<file path="config.mk">
export PLATFORM = sky130hd
export DESIGN_NAME = morz_tx
export DESIGN_NICKNAME = d
export VERILOG_FILES = /design/src/rtl/morz_tx.sv
export SDC_FILE = /design/constraint.sdc
export NUM_CORES = 1
export LEC_CHECK = 0
export ABC_AREA = 1
export CAP_MARGIN = 40
export CORE_ASPECT_RATIO = 0.7
export CORE_MARGIN = 4
export CORE_UTILIZATION = 40
export CTS_BUF_LIST = sky130_fd_sc_hd__clkbuf_8
export CTS_CLUSTER_SIZE = 40
export DETAILED_ROUTE_END_ITERATION = 16
export PLACE_DENSITY = 0.63
export SLEW_MARGIN = 20
export SYNTH_ARGS = -nofsm -noshare
export SYNTH_HDL_FRONTEND = slang
export SYNTH_SLANG_ARGS = --single-unit
</file>
<file path="constraint.sdc">
create_clock -name C -period 3.4 [get_ports C]
set_clock_uncertainty 0.15 [all_clocks]
set_input_delay 0.68 -clock C [delete_from_list [all_inputs] [get_ports C]]
set_output_delay 0.68 -clock C [all_outputs]
set_load 0.02 [all_outputs]
</file>
<file path="src/rtl/morz_tx.sv">
// Morse code transmitter: accepts one digit/letter code per strobe and keys its
// dot/dash pattern onto M with standard unit timing (1/3 unit marks, 1 unit gaps, 3 unit tail).
module morz_tx #(
    parameter int UNIT = 2500000
) (
    input  logic       C,
    input  logic       nR,
    input  logic [4:0] D,
    input  logic       STB,
    output logic       RDY,
    output logic       M,
    output logic       ERR
);

    typedef enum logic [1:0] {IDLE, MARK, GAP, CGAP} stateT;

    localparam logic [23:0] UNIT_M1 = 24'(UNIT - 1);

    stateT       state, stateNext;
    logic [23:0] cycleCnt, cycleNext;
    logic [1:0]  unitsLeft, unitsNext;
    logic [4:0]  shiftReg, shiftNext;
    logic [2:0]  remaining, remNext;
    logic        errNext;
    logic        mReg, rdyReg, errReg;

    logic [4:0]  romBits;
    logic [2:0]  romLen;
    logic        romValid;
    logic        phaseDone;

    // Pattern ROM: elements left-aligned, MSB sent first, 1 = dash.
    always_comb begin
        romBits  = 5'b00000;
        romLen   = 3'd0;
        romValid = 1'b1;
        case (D)
            5'd0:    begin romBits = 5'b11111; romLen = 3'd5; end
            5'd1:    begin romBits = 5'b01111; romLen = 3'd5; end
            5'd2:    begin romBits = 5'b00111; romLen = 3'd5; end
            5'd3:    begin romBits = 5'b00011; romLen = 3'd5; end
            5'd4:    begin romBits = 5'b00001; romLen = 3'd5; end
            5'd5:    begin romBits = 5'b00000; romLen = 3'd5; end
            5'd6:    begin romBits = 5'b10000; romLen = 3'd5; end
            5'd7:    begin romBits = 5'b11000; romLen = 3'd5; end
            5'd8:    begin romBits = 5'b11100; romLen = 3'd5; end
            5'd9:    begin romBits = 5'b11110; romLen = 3'd5; end
            5'd16:   begin romBits = 5'b01000; romLen = 3'd2; end
            5'd17:   begin romBits = 5'b00000; romLen = 3'd1; end
            5'd18:   begin romBits = 5'b00100; romLen = 3'd4; end
            5'd19:   begin romBits = 5'b00000; romLen = 3'd4; end
            5'd20:   begin romBits = 5'b00000; romLen = 3'd2; end
            5'd21:   begin romBits = 5'b00000; romLen = 3'd3; end
            5'd22:   begin romBits = 5'b00100; romLen = 3'd3; end
            default: romValid = 1'b0;
        endcase
    end

    assign phaseDone = (cycleCnt == 24'd0) && (unitsLeft == 2'd0);

    // Each phase loads cycleCnt with UNIT-1 and unitsLeft with (units-1), so a
    // phase lasts exactly units*UNIT cycles and the next phase starts on the same edge.
    always_comb begin
        stateNext = state;
        cycleNext = cycleCnt;
        unitsNext = unitsLeft;
        shiftNext = shiftReg;
        remNext   = remaining;
        errNext   = 1'b0;

        if (state != IDLE) begin
            if (cycleCnt != 24'd0) begin
                cycleNext = cycleCnt - 24'd1;
            end else begin
                cycleNext = UNIT_M1;
                unitsNext = unitsLeft - 2'd1;
            end
        end

        case (state)
            IDLE: begin
                if (STB) begin
                    if (romValid) begin
                        stateNext = MARK;
                        shiftNext = romBits;
                        remNext   = romLen - 3'd1;
                        cycleNext = UNIT_M1;
                        unitsNext = romBits[4] ? 2'd2 : 2'd0;
                    end else begin
                        errNext = 1'b1;
                    end
                end
            end
            MARK: begin
                if (phaseDone) begin
                    cycleNext = UNIT_M1;
                    if (remaining != 3'd0) begin
                        stateNext = GAP;
                        unitsNext = 2'd0;
                    end else begin
                        stateNext = CGAP;
                        unitsNext = 2'd2;
                    end
                end
            end
            GAP: begin
                if (phaseDone) begin
                    stateNext = MARK;
                    shiftNext = {shiftReg[3:0], 1'b0};
                    remNext   = remaining - 3'd1;
                    cycleNext = UNIT_M1;
                    unitsNext = shiftReg[3] ? 2'd2 : 2'd0;
                end
            end
            CGAP: begin
                if (phaseDone) begin
                    stateNext = IDLE;
                    cycleNext = 24'd0;
                    unitsNext = 2'd0;
                end
            end
            default: stateNext = IDLE;
        endcase
    end

    // Outputs are registered from the next state so M and RDY never glitch.
    always_ff @(posedge C or negedge nR) begin
        if (!nR) begin
            state     <= IDLE;
            cycleCnt  <= 24'd0;
            unitsLeft <= 2'd0;
            shiftReg  <= 5'd0;
            remaining <= 3'd0;
            mReg      <= 1'b0;
            rdyReg    <= 1'b1;
            errReg    <= 1'b0;
        end else begin
            state     <= stateNext;
            cycleCnt  <= cycleNext;
            unitsLeft <= unitsNext;
            shiftReg  <= shiftNext;
            remaining <= remNext;
            mReg      <= (stateNext == MARK);
            rdyReg    <= (stateNext == IDLE);
            errReg    <= errNext;
        end
    end

    assign M   = mReg;
    assign RDY = rdyReg;
    assign ERR = errReg;

endmodule

</file>
# After elaboration in Yosys (flattened, before gate mapping)
# Index checks and enable logic that the tools add are counted.
[totals]
out_inout_bits = 3
mem_count = 0
regBits = 38
latchBits = 0
mem_bits_ro = 0
in_bits = 8
mem_bits_rw = 0
word_cells = 92
[classes]
add_sub_neg = 4
multipliers = 0
n_reduce_logical = 18
order_cmp = 0
div = 0
n_mux = 39
eq_ne = 23
n_shift = 0
bitwise_logic = 0
[op_table]
columns = ["operator", "count"]
rows = [
  ["$mux W24", 6],
  ["$pmux W24 S3", 1],
  ["$pmux W5 S11", 1],
  ["$eq A5 B5 Y1 const B", 7],
  ["$mux W2", 15],
  ["$logic_not A24 Y1", 1],
  ["$reduce_bool A24 Y1", 1],
  ["$sub A24 B1 Y24 const B", 1],
  ["$eq A5 B3 Y1 const B", 4],
  ["$reduce_or A17 Y1", 1],
  ["$pmux W2 S4", 2],
  ["$pmux W3 S5", 1],
  ["$mux W4", 3],
  ["$eq A5 B2 Y1 const B", 2],
  ["$eq A5 B4 Y1 const B", 2],
  ["$reduce_or A10 Y1", 1],
  ["$reduce_or A2 Y1", 5],
  ["$mux W3", 3],
  ["$pmux W4 S2", 1],
  ["$logic_not A2 Y1", 3],
  ["$ne A2 B2 Y1 const B", 3],
  ["$pmux W3 S2", 1],
  ["$sub A3 B1 Y3 const B", 2],
  ["$eq A5 B1 Y1 const B", 1],
  ["other kinds (9)", 16],
]

# Logic depth before layout (Yosys ltp)
# Gate-level depths: netlist of run 1.
[logic_depth]
depth_word = 7
depth_mapped = 13
mapped_depth_nobuf = 13

# Least setup slack after synthesis of run 1
# Ideal clock, no wire load.
[synth_timing]
kind = "input -> register"
from = "in D[2]"
to = "reg remaining[2]"
n_path_buf = 0
cell_stages = 12
arrival_ns = 1.824
setup_time_ns = 0.065
required_ns = 3.185
path_slack_ns = 1.361
cell_sequence = "inv_2 nor2_1 nand4_1 o211ai_1 o21a_1 inv_1 ha_1 inv_1 o211ai_1 nand2_1 nand3_1 nand2_1"
[synth_between]
elab_chain_len = 7
word_cells_on_any_way = 30
classes_between = "add/sub: 1; eq/ne: 17; mux: 5; reduce/logical: 7"
[synth_lines]
columns = ["element", "line_no", "rtl"]
rows = [
  ["from (decl)", "8", "input logic [4:0] D,"],
  ["$eq A5 B4 Y1, or another cell as far along", "37", "case (D)"],
  ["$reduce_or A10 Y1 (no line) or $reduce_or A2 Y1 (tied branches)", "-", ""],
  ["$pmux W3 S5", "37", ""],
  ["$sub A3 B1 Y3", "86", "remNext = romLen - 3'd1;"],
  ["$mux W3", "83", "if (romValid) begin"],
  ["$mux W3", "82", "if (STB) begin"],
  ["$pmux W3 S2", "80", "case (state)"],
  ["to (signal assigned)", "142", "remaining <= remNext;"],
  ["to (decl)", "23", "logic [2:0] remaining, remNext;"],
]
# Parallel ways exist; a longest one is shown, timed or not. The select of a mux whose other input is x is not followed.
# A chain may end at the register's enable or synchronous reset.

# Worst setup path in the final report of run 1
[layout_timing]
from = "in D[4]"
to = "reg remaining[2]"
# Same word-level chain as after synthesis.

==> results.md, run 1 <==
- Worst skew pair latency: 0.30 ns
- Total congestion overflow: 0
- Initial antenna violation count: 0
- DIE HEIGHT: 77.2 um
- Num CTS Buffers: 5
- DRC: 0
- Dpl ws: 0.568 ns
- Vias per cell: 5.03
- Least-Margin Pin Slew: 0.644 ns
- Hold buffers post-CTS: 0
- Seq/Total Area, Yosys: 34.8%
- Top_reg_cell synth: dfrtp_1
- # setup viols final: 0
- WL met3: 338 um
- Clock Sinks: 38
- Number of global-route vias before repair: 2243
- Lkg Pwr: 1.53 nW
- Worst path max stage delay: 0.62 ns
- Initial DRC Count: 228
- Asr flop ratio synth: 100%
- Commonest cells in the netlist: 101 x nand2_1, 47 x nor2_1, 44 x inv_1
- Avg WL per Cell: 13.0 um
- Row cnt: 24
- Die W: 107 um
- Top post-synthesis cells by area: dfrtp_1 34%, nand2_1 14%, nor2_1 6.5%, inv_1 6.0%, nand3_1 4.6%
- Number of synthesized flops with an enable pin: 0
- Synth area leader: dfrtp_1
- Worst setup margin: 0.821 ns
- R2R Setup Slk: 0.96 ns
- Full die area: 8240 um2
- Startpoint Class: input port
- Worst R2R Start: state[1]
- TritonCTS clock tree: built
- IO Count: 11
- Share of cells above drive strength 1: 12.2%
- Post-cts resize count: 0
- DRT Pass-1 Iters: 5
- Layout area overhead: 12.5%
- HPWL Detailed: 5010 um
- Routed WL: 6420 um
- Clock Tree Root: clkbuf_8
- Final Hold Viols: 0
- Synth Warn #: 0
- Hold Path Class: input port to async pin
- H-tree levels: 2
- Gp weighted congestion: 0.876
- Port Buffer Count: 10
- RSZ-0062 raised after global routing: false
- Met2 wire length: 2390 um
- Met1 WL: 3610 um
- CP most frequent cell: nand2_1
- Syn_nets: 403
- Initial core utilization: 42.5%
- Setup TNS: 0 ns
- Crit path arrival time: 2.62 ns
- Achievable frequency: 388 MHz
- Setup bufs post-CTS: 0
- Pins Over Slew Limit: 0
- Worst Reg-to-Reg Cells: 12
- DR top layer: met4
- VDD IR max: 0.273 mV
- CORE AREA: 6430 um2
- Relative slew slack: 57.1%
- Total track usage: 16.8%
- Period utilization: 75.8%
- Distinct cells, synth: 39
- First-pass GRT wire length: 11100 um
- N_diodes: 0
- Run status: finished clean
- Reg2reg end: cycleCnt[18]
- Max-cap violations: 0
- Synth Cell Area: 2730 um2
- Final worst path period need: 2.58 ns
- WS Path Type: input port to flip-flop
- Clock buffer depth: 2
- CP Cell Sequence: clkdlybuf4s50_1, inv_2, nand4_2, nand2_1, nor2_1, o211ai_1, o21a_1, inv_1, ha_1, inv_1, o211ai_1, nand2_1, nand3_1, nand2_1
- Slowest-stage cell, CP: clkdlybuf4s50_1
- Largest net degree at the start of global routing: 27
- Via Count: 2473
- Synthesis-stage register bit count: 38
- Critical path's top delay family: buffers and inverters
- Synth top area share: 33.9%
- WP buf/inv: 4
- CP required: 3.44 ns
- Count leader, synth: nand2_1
- Average size of a mapped cell: 7.06 um2
- Layout Nets: 416
- Synth Instances: 387
- Worst-path maximum fanout: 9
- Final ANT Viol Nets: 0
- Worst-path clk slew: 0.08 ns
- CP Capture Type: flip-flop
- Power Dens Cells: 432 nW/um2
## logic make-up (layout without fill, tap and decap cells)
| group | after synthesis | after routing | share of synthesized area [%] |
|---|---|---|---|
| AOI/OAI and AO/OA | 46 | 46 | 9.62 |
| xor gates and xnor gates | 11 | 11 | 3.53 |
| adders and majority gates | 8 | 8 | 3.66 |
| buffers and inverters | 61 | 75 | 8.97 |
| DFF | 38 | 38 | 34.8 |
| muxes | 2 | 2 | 0.733 |
| and+or+nand+nor | 221 | 221 | 38.6 |
## cell usage in the layout (no fill, tap or decap), types with 3 or more instances in the layout
cell,Yosys,routed
nand2_1,101,101
nor2_1,47,47
inv_1,44,44
dfrtp_1,37,37
nand3_1,25,25
o21ai_0,22,22
nand4_1,13,13
xor2_1,11,11
inv_2,9,9
clkdlybuf4s50_1,0,9
nand3_2,8,8
ha_1,8,8
nor3_1,7,7
o21ai_1,7,7
clkbuf_8,0,6
a21oi_1,5,5
nand2_2,3,3
nand4_2,3,3
nor2_2,3,3
o211ai_1,3,3
or2_2,3,3
## registers in the layout, indices dropped and copies added, names as in the netlist
name	cells
ERR	1
M	1
RDY	1
cycleCnt	24
remaining	3
shiftReg	4
state	2
unitsLeft	2
## metrics by stage
stage	power, W	std cells	instance area [um2]	utilization [%]	hold slack (ns)
2_1_floorplan	0.000754	387	2730	-	0.234
3_3_place_gp	0.000836	483	2910	45.3	0.323
3_5_place_dp	0.000841	484	2930	45.6	0.335
4_1_cts	0.00134	492	3070	47.8	0.115
5_1_grt	0.00141	492	3070	47.8	0.120
6_report	0.00133	492	3070	47.8	0.106
## layout make-up
class                           instances  area (um2)
Fill cell                             644        3350
Multi-Input combinational cell        288        1540
Sequential cell                        38         952
Inverter                               55         206
Timing Repair Buffer                   12         123
Tap cell                               91         114
Clock buffer                            6        82.6
Clock inverter                          2        60.1
## power breakdown
part	internal [W]	leakage, nW	switching (W)
clock network	0.000313	0.0714	0.000171
registers	0.000495	0.461	0.0000498
logic	0.000112	0.997	0.000187
total	0.000920	1.53	0.000408
## routing by layer
metal  track usage, %  vias up
met5                0        -
met4             4.98        0
met3             3.19        8
met2             21.4       71
met1             27.7     1118
li1                 -     1276
## worst max path at each step
stage / start / to / slack [ns] / cells past startpoint
after floorplan: D[2] / remaining[2] / 1.36 / 12
after global routing: state[1] / cycleCnt[18] / 0.62 / 12
after global placement: D[4] / remaining[2] / 0.66 / 14
after CTS: D[4] / remaining[2] / 0.88 / 14
final: D[4] / remaining[2] / 0.82 / 14
after detailed placement: D[4] / remaining[2] / 0.57 / 14
(Power assumes the default switching activity.)
==> run 2, diff against run 1 <==
Clock period 3.4 ns to 2.5 ns, I/O delays scaled along.
==> results.md, run 2 (synthesized netlist as in run 1, its figures left out) <==
- Avg WL per Cell: 13.3 um (was 13.0 um)
- DRC: 0 (unchanged)
- Routed WL: 6660 um (was 6420 um)
- DIE HEIGHT: 77.2 um (unchanged)
- Most flop-heavy register: cycleCnt (unchanged)
- Initial antenna violation count: 0 (unchanged)
- Run status: finished clean (unchanged)
- DRT Pass-1 Iters: 5 (unchanged)
- CP required: 2.53 ns (was 3.44 ns)
- CORE AREA: 6430 um2 (unchanged)
- Largest net degree at the start of global routing: 29 (was 27)
- CP most frequent cell: nand2_1 (unchanged)
- Worst min-delay path endpoint: shiftReg[3]
- Commonest cells after routing, fill and taps aside: 101 x nand2_1, 47 x nor2_1, 45 x inv_1 (was 101 x nand2_1, 47 x nor2_1, 44 x inv_1)
- Tot Pwr: 0.00161 W (was 0.00133 W)
- WP buf/inv: 4 (unchanged)
- H-tree levels: 2 (unchanged)
- Lkg Pwr: 1.56 nW (was 1.53 nW)
- Startpoint Class: input port (unchanged)
- Final worst path period need: 2.26 ns
- Clock Sinks: 38 (unchanged)
- Initial core utilization: 42.5% (unchanged)
- Total track usage: 17.2% (was 16.8%)
- Worst-path clk slew: 0.07 ns (was 0.08 ns)
- # setup viols final: 0 (unchanged)
- Gp weighted congestion: 0.913 (was 0.876)
- Initial DRC Count: 228 (unchanged)
- Worst R2R Start: state[0] (was state[1])
- Power Dens Cells: 518 nW/um2 (was 432 nW/um2)
- Cells after DPL: 493 (was 484)
- Worst path max stage delay: 0.56 ns (was 0.62 ns)
- Hold path start: shiftReg[3]
- Port Buffer Count: 10 (unchanged)
- N_diodes: 0 (unchanged)
- Worst-path maximum fanout: 9 (unchanged)
- Total congestion overflow: 0 (unchanged)
- CP Cell Sequence: clkdlybuf4s50_1, inv_2, nand4_2, nand2_1, nor2_1, o211ai_1, o21a_1, inv_1, ha_1, inv_1, o211ai_1, nand2_1, nand3_1, nand2_1 (unchanged)
- Commonest non-fill, non-tap cell in the layout: nand2_1 (unchanged)
- RSZ-0062 raised after global routing: false (unchanged)
- IO Count: 11 (unchanged)
- Number of global-route vias before repair: 2348 (was 2243)
- Share of cells above drive strength 1: 13.9% (was 12.2%)
- Setup TNS: 0 ns (unchanged)
- Vias per cell: 5.07 (was 5.03)
- CP Capture Type: flip-flop (unchanged)
- Full die area: 8240 um2 (unchanged)
- First-pass GRT wire length: 11500 um (was 11100 um)
- Final Non-Filler Cells: 502 (was 492)
- Layout Nets: 426 (was 416)
- WS Path Type: input port to flip-flop (unchanged)
- Clock buffer depth: 2 (unchanged)
- Hold Crit Depth: 2
- Hold Path Class: flip-flop to flip-flop (was input port to async pin)
- R2R Setup Slk: 0.29 ns (was 0.96 ns)
- Num CTS Buffers: 5 (unchanged)
- Reg2reg end: cycleCnt[18] (unchanged)
- Die W: 107 um (unchanged)
- Critical path's top delay family: buffers and inverters (unchanged)
- Period utilization: 90.2%
- Worst skew pair latency: 0.29 ns (was 0.30 ns)
- Crit path arrival time: 2.29 ns (was 2.62 ns)
- VDD IR max: 0.313 mV (was 0.273 mV)
- Slowest-stage cell, CP: clkdlybuf4s50_1 (unchanged)
- Clock Tree Root: clkbuf_8 (unchanged)
- Max-cap violations: 0 (unchanged)
- Pins Over Slew Limit: 0 (unchanged)
- Least-Margin Pin Slew: 0.645 ns (was 0.644 ns)
- Via Count: 2546 (was 2473)
- HPWL Detailed: 5150 um (was 5010 um)
- Biggest regs: cycleCnt x24, shiftReg x4, remaining x3 (unchanged)
- Relative slew slack: 57.0% (was 57.1%)
- Layout filler cell count: 657 (was 644)
- Setup bufs post-CTS: 0 (unchanged)
- Final ANT Viol Nets: 0 (unchanged)
- Final Hold Viols: 0 (unchanged)
- TritonCTS clock tree: built (unchanged)
- Max reg flops: 24 (unchanged)
- Row cnt: 24 (unchanged)
- Layout area overhead: 13.6% (was 12.5%)
- Worst Reg-to-Reg Cells: 12 (unchanged)
- Achievable frequency: 443 MHz
==> run 2: cell count changes in the layout (fill, tap and decap cells not counted), sizes merged <==
cell	before	now
buf	3	12
bufinv	2	0
dlygate4sd3	0	1
clkinv	2	3
inv	53	54
==> run 2: where the power goes <==
group / switching, W / internal [W]
clock: 0.000224 / 0.000219
sequential: 0.0000707 / 0.000673
combinational: 0.000259 / 0.000162
total: 0.000554 / 0.00105
==> run 2: how the worst max path moves through the flow <==
stage	from	end	slack (ns)	cells past startpoint
after global routing	state[0]	cycleCnt[22]	0.01	11
after detailed placement	D[4]	remaining[2]	-0.05	14
after CTS	D[4]	remaining[2]	0.25	14
final	D[4]	remaining[2]	0.24	14
after floorplan	state[0]	remaining[2]	0.54	12
after global placement	D[2]	remaining[2]	0.01	13
==> run 2: what timing repair did <==
item                                    CTS  global route
hold buffers                              1             0
hold endpoints to repair                 10             0
endpoints found under the setup margin    0             2
gates resized for setup                   0             1
==> run 2: metal layers <==
metal / part of all wire (%) / vias to the layer above / global-route usage (%)
li1: - / 1288 / -
met1: 54 / 1163 / 28.0
met2: 37 / 87 / 22.8
met3: 7.5 / 8 / 4.03
met4: 0.93 / 0 / 2.81
met5: 0 / - / 0
==> run 2: worst min-delay path, cell delays in order, from the launching register on <==
cell	delay, ns
dfrtp_1	0.35
nand2_1	0.05
o21ai_0	0.06
==> run 2: layout make-up <==
type | instances | area (um2) | share of cell area, %
clock buffers | 6 | 82.6 | 2.66
clock inverters | 2 | 8.76 | 0.282
inverters | 55 | 206 | 6.65
multi-input cells | 288 | 1540 | 49.6
flip-flops and latches | 38 | 952 | 30.7
well taps | 91 | 114 | 3.67
repair buffers | 22 | 200 | 6.45
==> run 2: per-stage QoR <==
| step | worst slack [ns] | util [%] | hold slack [ns] | instance area [um2] |
|---|---|---|---|---|
| 2_1_floorplan | 0.538 | - | 0.0544 | 2730 |
| 3_3_place_gp | 0.0146 | 46.3 | 0.322 | 2980 |
| 3_5_place_dp | -0.0506 | 46.7 | 0.240 | 3000 |
| 4_1_cts | 0.248 | 48.2 | 0.345 | 3100 |
| 5_1_grt | 0.0112 | 48.3 | 0.363 | 3100 |
| 6_report | 0.244 | 48.3 | 0.341 | 3100 |
